<file path="src/rtl/fp_round_pkg.sv">
// rtl/fp_round_pkg.sv - rounding mode encodings, stage-1 payload and overflow policy
package fp_round_pkg;

    typedef enum logic [1:0] {
        RM_NEAR = 2'b00,
        RM_ZERO = 2'b01,
        RM_PINF = 2'b10,
        RM_NINF = 2'b11
    } rmode_e;

    // Width-independent part of the stage-1 payload; exponent and fraction
    // are sized by the pipe parameters and held alongside it.
    typedef struct packed {
        logic   sign;
        logic   carry;
        logic   inexact;
        logic   exp_sat;
        rmode_e rmode;
    } s1_ctrl_t;

    // On overflow a mode that rounds away from zero for this sign yields
    // infinity; every other case saturates to max-finite.
    function automatic logic ovf_to_inf(input logic sign, input rmode_e rmode);
        logic to_inf;
        to_inf = 1'b0;
        case (rmode)
            RM_NEAR: to_inf = 1'b1;
            RM_ZERO: to_inf = 1'b0;
            RM_PINF: to_inf = ~sign;
            RM_NINF: to_inf = sign;
            default: to_inf = 1'b1;
        endcase
        return to_inf;
    endfunction

endpackage

</file>
<file path="src/rtl/fp_round_decide.sv">
// rtl/fp_round_decide.sv - round-increment decision from sign, lsb, guard, sticky and mode
module fp_round_decide
    import fp_round_pkg::*;
(
    input  logic   sign,
    input  logic   lsb,
    input  logic   guard,
    input  logic   sticky,
    input  rmode_e rmode,
    output logic   rnd
);

    always_comb begin
        rnd = 1'b0;
        case (rmode)
            RM_NEAR: rnd = guard & (lsb | sticky);
            RM_ZERO: rnd = 1'b0;
            RM_PINF: rnd = ~sign & (guard | sticky);
            RM_NINF: rnd = sign & (guard | sticky);
            default: rnd = 1'b0;
        endcase
    end

endmodule

</file>
<file path="src/rtl/fp_round_pipe.sv">
// rtl/fp_round_pipe.sv - two-stage IEEE-754 rounding pipe with carry-out and overflow saturation
module fp_round_pipe
    import fp_round_pkg::*;
#(
    parameter int MANT_W = 23,
    parameter int EXP_W  = 8
) (
    input  logic              clk,
    input  logic              rst,
    input  logic              in_valid,
    output logic              in_ready,
    input  logic              in_sign,
    input  logic [EXP_W-1:0]  in_exp,
    input  logic [MANT_W:0]   in_mant,
    input  logic              in_guard,
    input  logic              in_sticky,
    input  logic [1:0]        in_rmode,
    output logic              out_valid,
    input  logic              out_ready,
    output logic              out_sign,
    output logic [EXP_W-1:0]  out_exp,
    output logic [MANT_W-1:0] out_frac,
    output logic              out_inexact,
    output logic              out_overflow
);

    localparam logic [EXP_W-1:0]  EXP_ONES  = '1;
    localparam logic [EXP_W-1:0]  EXP_MAXF  = EXP_ONES - 1'b1;
    localparam logic [MANT_W-1:0] FRAC_ONES = '1;

    logic              s1_valid;
    logic              s2_valid;
    logic              en1;
    logic              en2;
    s1_ctrl_t          s1_ctrl;
    logic [EXP_W-1:0]  s1_exp;
    logic [MANT_W-1:0] s1_frac;

    logic              rnd;
    logic [MANT_W+1:0] sum_w;
    logic              unused_hidden;

    logic [EXP_W:0]    exp_n;
    logic              ovf;
    logic              to_inf;
    logic [EXP_W-1:0]  s2_exp_d;
    logic [MANT_W-1:0] s2_frac_d;

    // Downstream readiness ripples straight back to in_ready so a full,
    // draining pipe still accepts a beat every cycle.
    assign en2       = ~s2_valid | out_ready;
    assign en1       = ~s1_valid | en2;
    assign in_ready  = en1;
    assign out_valid = s2_valid;

    fp_round_decide u_decide (
        .sign   (in_sign),
        .lsb    (in_mant[0]),
        .guard  (in_guard),
        .sticky (in_sticky),
        .rmode  (rmode_e'(in_rmode)),
        .rnd    (rnd)
    );

    assign sum_w         = {1'b0, in_mant} + {{(MANT_W + 1){1'b0}}, rnd};
    assign unused_hidden = sum_w[MANT_W];

    always_ff @(posedge clk) begin
        if (rst) begin
            s1_valid <= 1'b0;
            s1_ctrl  <= '0;
            s1_exp   <= '0;
            s1_frac  <= '0;
        end else if (en1) begin
            s1_valid <= in_valid;
            if (in_valid) begin
                s1_ctrl.sign    <= in_sign;
                s1_ctrl.carry   <= sum_w[MANT_W+1];
                s1_ctrl.inexact <= in_guard | in_sticky;
                s1_ctrl.exp_sat <= (in_exp == EXP_ONES);
                s1_ctrl.rmode   <= rmode_e'(in_rmode);
                s1_exp          <= in_exp;
                s1_frac         <= sum_w[MANT_W-1:0];
            end
        end
    end

    // A carry out of the significand means 10.0...0, renormalised to a
    // zero fraction with the exponent bumped by one.
    assign exp_n  = {1'b0, s1_exp} + {{EXP_W{1'b0}}, s1_ctrl.carry};
    assign ovf    = s1_ctrl.exp_sat | (exp_n >= {1'b0, EXP_ONES});
    assign to_inf = ovf_to_inf(s1_ctrl.sign, s1_ctrl.rmode);

    always_comb begin
        s2_exp_d  = exp_n[EXP_W-1:0];
        s2_frac_d = s1_ctrl.carry ? '0 : s1_frac;
        if (ovf) begin
            s2_exp_d  = to_inf ? EXP_ONES : EXP_MAXF;
            s2_frac_d = to_inf ? '0 : FRAC_ONES;
        end
    end

    always_ff @(posedge clk) begin
        if (rst) begin
            s2_valid     <= 1'b0;
            out_sign     <= 1'b0;
            out_exp      <= '0;
            out_frac     <= '0;
            out_inexact  <= 1'b0;
            out_overflow <= 1'b0;
        end else if (en2) begin
            s2_valid <= s1_valid;
            if (s1_valid) begin
                out_sign     <= s1_ctrl.sign;
                out_exp      <= s2_exp_d;
                out_frac     <= s2_frac_d;
                out_inexact  <= s1_ctrl.inexact | ovf;
                out_overflow <= ovf;
            end
        end
    end

endmodule

</file>
<file path="config.mk">
export PLATFORM = sky130hd
export DESIGN_NAME = fp_round_pipe
export DESIGN_NICKNAME = d
export VERILOG_FILES = /design/src/rtl/fp_round_pkg.sv /design/src/rtl/fp_round_decide.sv /design/src/rtl/fp_round_pipe.sv
export SDC_FILE = /design/constraint.sdc
export NUM_CORES = 1
export LEC_CHECK = 0
export ABC_AREA = 0
export CORE_MARGIN = 1
export CORE_UTILIZATION = 45
export CTS_CLUSTER_DIAMETER = 40
export DETAILED_ROUTE_END_ITERATION = 12
export PLACE_DENSITY_LB_ADDON = 0.2
export SLEW_MARGIN = 40
export SYNTH_ARGS = -nofsm -noshare
export SYNTH_HDL_FRONTEND = slang
export SYNTH_HIERARCHICAL = 1
export SYNTH_SLANG_ARGS = --single-unit
</file>
<file path="constraint.sdc">
create_clock -name clk -period 2 [get_ports clk]
set_input_delay 0.3 -clock clk [delete_from_list [all_inputs] [get_ports clk]]
set_output_delay 0.3 -clock clk [all_outputs]
set_load 0.01 [all_outputs]
</file>
==> impl_metrics.tcl <==
set metrics [dict create \
    stdcell_area_um2 4720 \
    cts-hold-fix-buffers 0 \
    slowest_delay_ns 0.55 \
    routed-via-count 3071 \
    clock_sinks 73 \
    drt_pass1_iterations 4 \
    dpl_cell_area_um2 4420 \
    synth-seq-cells 73 \
    clk_latency_ns 0.34 \
    synth-edff-count 0 \
    dp.final_hpwl_mm 5.68 \
    p_clk_frac 0.345 \
    timing.final.ws_setup_ns -0.130 \
    finalClockSkew_ns 0.00843 \
    die_w_um 88.8 \
    total_power_mw 3.33 \
    fin_tns_setup_ns -2.75 \
    grt_max_degree 58 \
    max_freq_ghz 0.470 \
    status "finished with violations" \
    min_period_ns 2.13 \
    setup-violations-final 28 \
    start_util 0.467 \
    row_count 31 \
    worstMarginPinSlew_ns 0.545 \
    chipHeight_um 88.8 \
    seq_power_share 0.482 \
    p_int_mw 2.48 \
    nets 534 \
    async_reset_ff_frac 0 \
    netlist_area_um2 3390 \
    grt_pass1_wl_mm 13.6 \
    area_growth_pct 39.4 \
    wl_per_cell_um 13.8 \
    power_density_nw_per_um2 705 \
    leakage_nw 1.75 \
    h-tree-depth 3 \
    syn_nets 435 \
    ys_types 39 \
    path_delay_family "simple AND/OR/NAND/NOR gates" \
    drc 0 \
    hp-class "in -> reg" \
    wirelength_mm 8.19 \
    layout-drive-gt1-share 0.201 \
    core-area_um2 7250 \
    avgViaCountPerCell 5.19 \
    routabilityCongestion 0.790 \
    synthesis.instances 390 \
    numCtsBuffers 9 \
    grt_setup_unrepaired "yes" \
    final_util 0.651 \
    diodes 0 \
    portBuffers 76 \
    track_usage 0.226 \
    maxCapViolations 0 \
    ios 77 \
    required_ns 2.27 \
    finalHoldViolCount 0 \
    power.net_switching_mw 0.849 \
    first_iter_violations 147 \
    worst_path_max_delay_cell "or4_4" \
    worstPathCellList "ha_4 -> ha_4 -> nand2_2 -> or4_4 -> a21oi_4 -> a21oi_4 -> buf_8 -> a211oi_2" \
    cp-start-kind "register" \
    antenna_found_initial 0 \
    crit_arrival_ns 2.40 \
    final_antenna_net_count 0 \
    clk_pin_slew_worst_paths_ns 0.07 \
    synth_ff_type "dfxtp_1" \
    die-area_um2 7880 \
    clockBufferDepth 2 \
    pwr-share-comb 0.173 \
    endpoint_kind "register" \
    yosysWarnings 6 \
    synth.avg_cell_area_um2 8.69 \
    ys_seq_area_frac 0.431 \
    violations "setup timing" \
    grt_overflow 0 \
    nFillCells 633 \
    crit_buf_inv 1 \
    max_slew_margin 0.634 \
    clockRootBuffer "clkbuf_8" \
    swShare 0.255 \
    critPathMaxFanout 7 \
    worst-setup-path-type "reg -> reg" \
    grt_pass1_vias 2909 \
    peakVddDrop_v 0.000345 \
    period_share 1.06 \
    cts_tree "done" \
    slew_viol_final 0 \
]
-- through the flow --
stage	hold WS, ns	worst slack [ns]	instances
after detailed placement	0.451	-0.536	573
after global placement	0.445	-0.448	572
after floorplan	0.436	-0.0343	390
after global routing	0.353	-0.227	592
after CTS	0.365	-0.143	590
final	0.276	-0.130	592
-- cells by family after synthesis --
group / share of synthesized area
simple gates: 0.235
compound gates: 0.192
buf+inv: 0.0568
flops: 0.431
fa+ha+maj: 0.0148
xor+xnor: 0.0698
-- synthesized netlist by cell type, drive strengths merged (7+ instances only) --
master  number  area, um^2
a211oi      48         460
xor2        20         175
dfxtp       73        1460
nand2       71         269
and3         7        45.1
buf         10        91.3
a21oi       23         130
nor2        58         218
nand3       13        65.1
nor3        12        70.1
xnor2        7        61.3
clkbuf      12        55.1
-- layout make-up --
| cell class | instances | area (um^2) | area share |
|---|---|---|---|
| clock buffers | 12 | 155 | 0.0328 |
| clock inverters | 3 | 40.0 | 0.00847 |
| inverters | 3 | 11.3 | 0.00238 |
| multi-input cells | 288 | 1830 | 0.387 |
| flip-flops and latches | 73 | 1460 | 0.310 |
| well taps | 99 | 124 | 0.0262 |
| repair buffers | 114 | 1100 | 0.233 |
-- registers in the layout (all words and copies together) (netlist names) --
register      cells
out_exp           8
s1_valid          1
out_overflow      1
s1_ctrl           6
out_valid         1
out_frac         23
out_inexact       1
s1_frac          23
out_sign          1
s1_exp            8
-- cells in the final DEF, fill, tap and decap left out, drive strengths merged, types with 6 or more instances in the layout --
| cell type | count |
|---|---|
| a211oi | 48 |
| a21oi | 23 |
| and3 | 7 |
| and4 | 6 |
| buf | 38 |
| clkbuf | 13 |
| clkdlybuf4s50 | 69 |
| dfxtp | 73 |
| nand2 | 71 |
| nand3 | 13 |
| nand4 | 6 |
| nor2 | 58 |
| nor3 | 12 |
| xnor2 | 7 |
| xor2 | 20 |
-- timing repair --
item,CTS,global route
endpoints found under the setup margin,42,48
pin swaps,8,5
resized for setup,17,7
setup buffers,1,2
gates cloned,1,0
-- power by group through the flow --
stage	Combinational [mW]	Clock (mW)	Sequential (mW)
after floorplan	0.267	0	1.65
after global placement	0.544	0	1.64
after detailed placement	0.556	0	1.64
after CTS	0.576	1.17	1.61
after global routing	0.635	1.24	1.62
final	0.576	1.15	1.61
-- worst min-delay path, stage by stage --
cell and delay [ns]:
dlymetal6s2s_1 0.10, nor3_1 0.06, nor3_1 0.11
-- worst paths after layout --
| check | startpoint | end | slack (ns) | cells past startpoint |
|---|---|---|---|---|
| min | in_guard | s1_ctrl[3] | 0.28 | 3 |
| max reg2reg | s1_exp[0] | out_frac[9] | -0.13 | 8 |
| max | s1_exp[0] | out_frac[9] | -0.13 | 8 |
| min reg2reg | s1_frac[1] | s1_frac[1] | 0.46 | 2 |
-- metal layers --
metal,global-route usage,up-vias,part of all wire
li1,-,1555,-
met1,0.300,1434,0.47
met5,0,-,0
met4,0.0836,0,0.014
met2,0.371,71,0.48
met3,0.0345,11,0.037
Power figures use the tool's default switching activity.
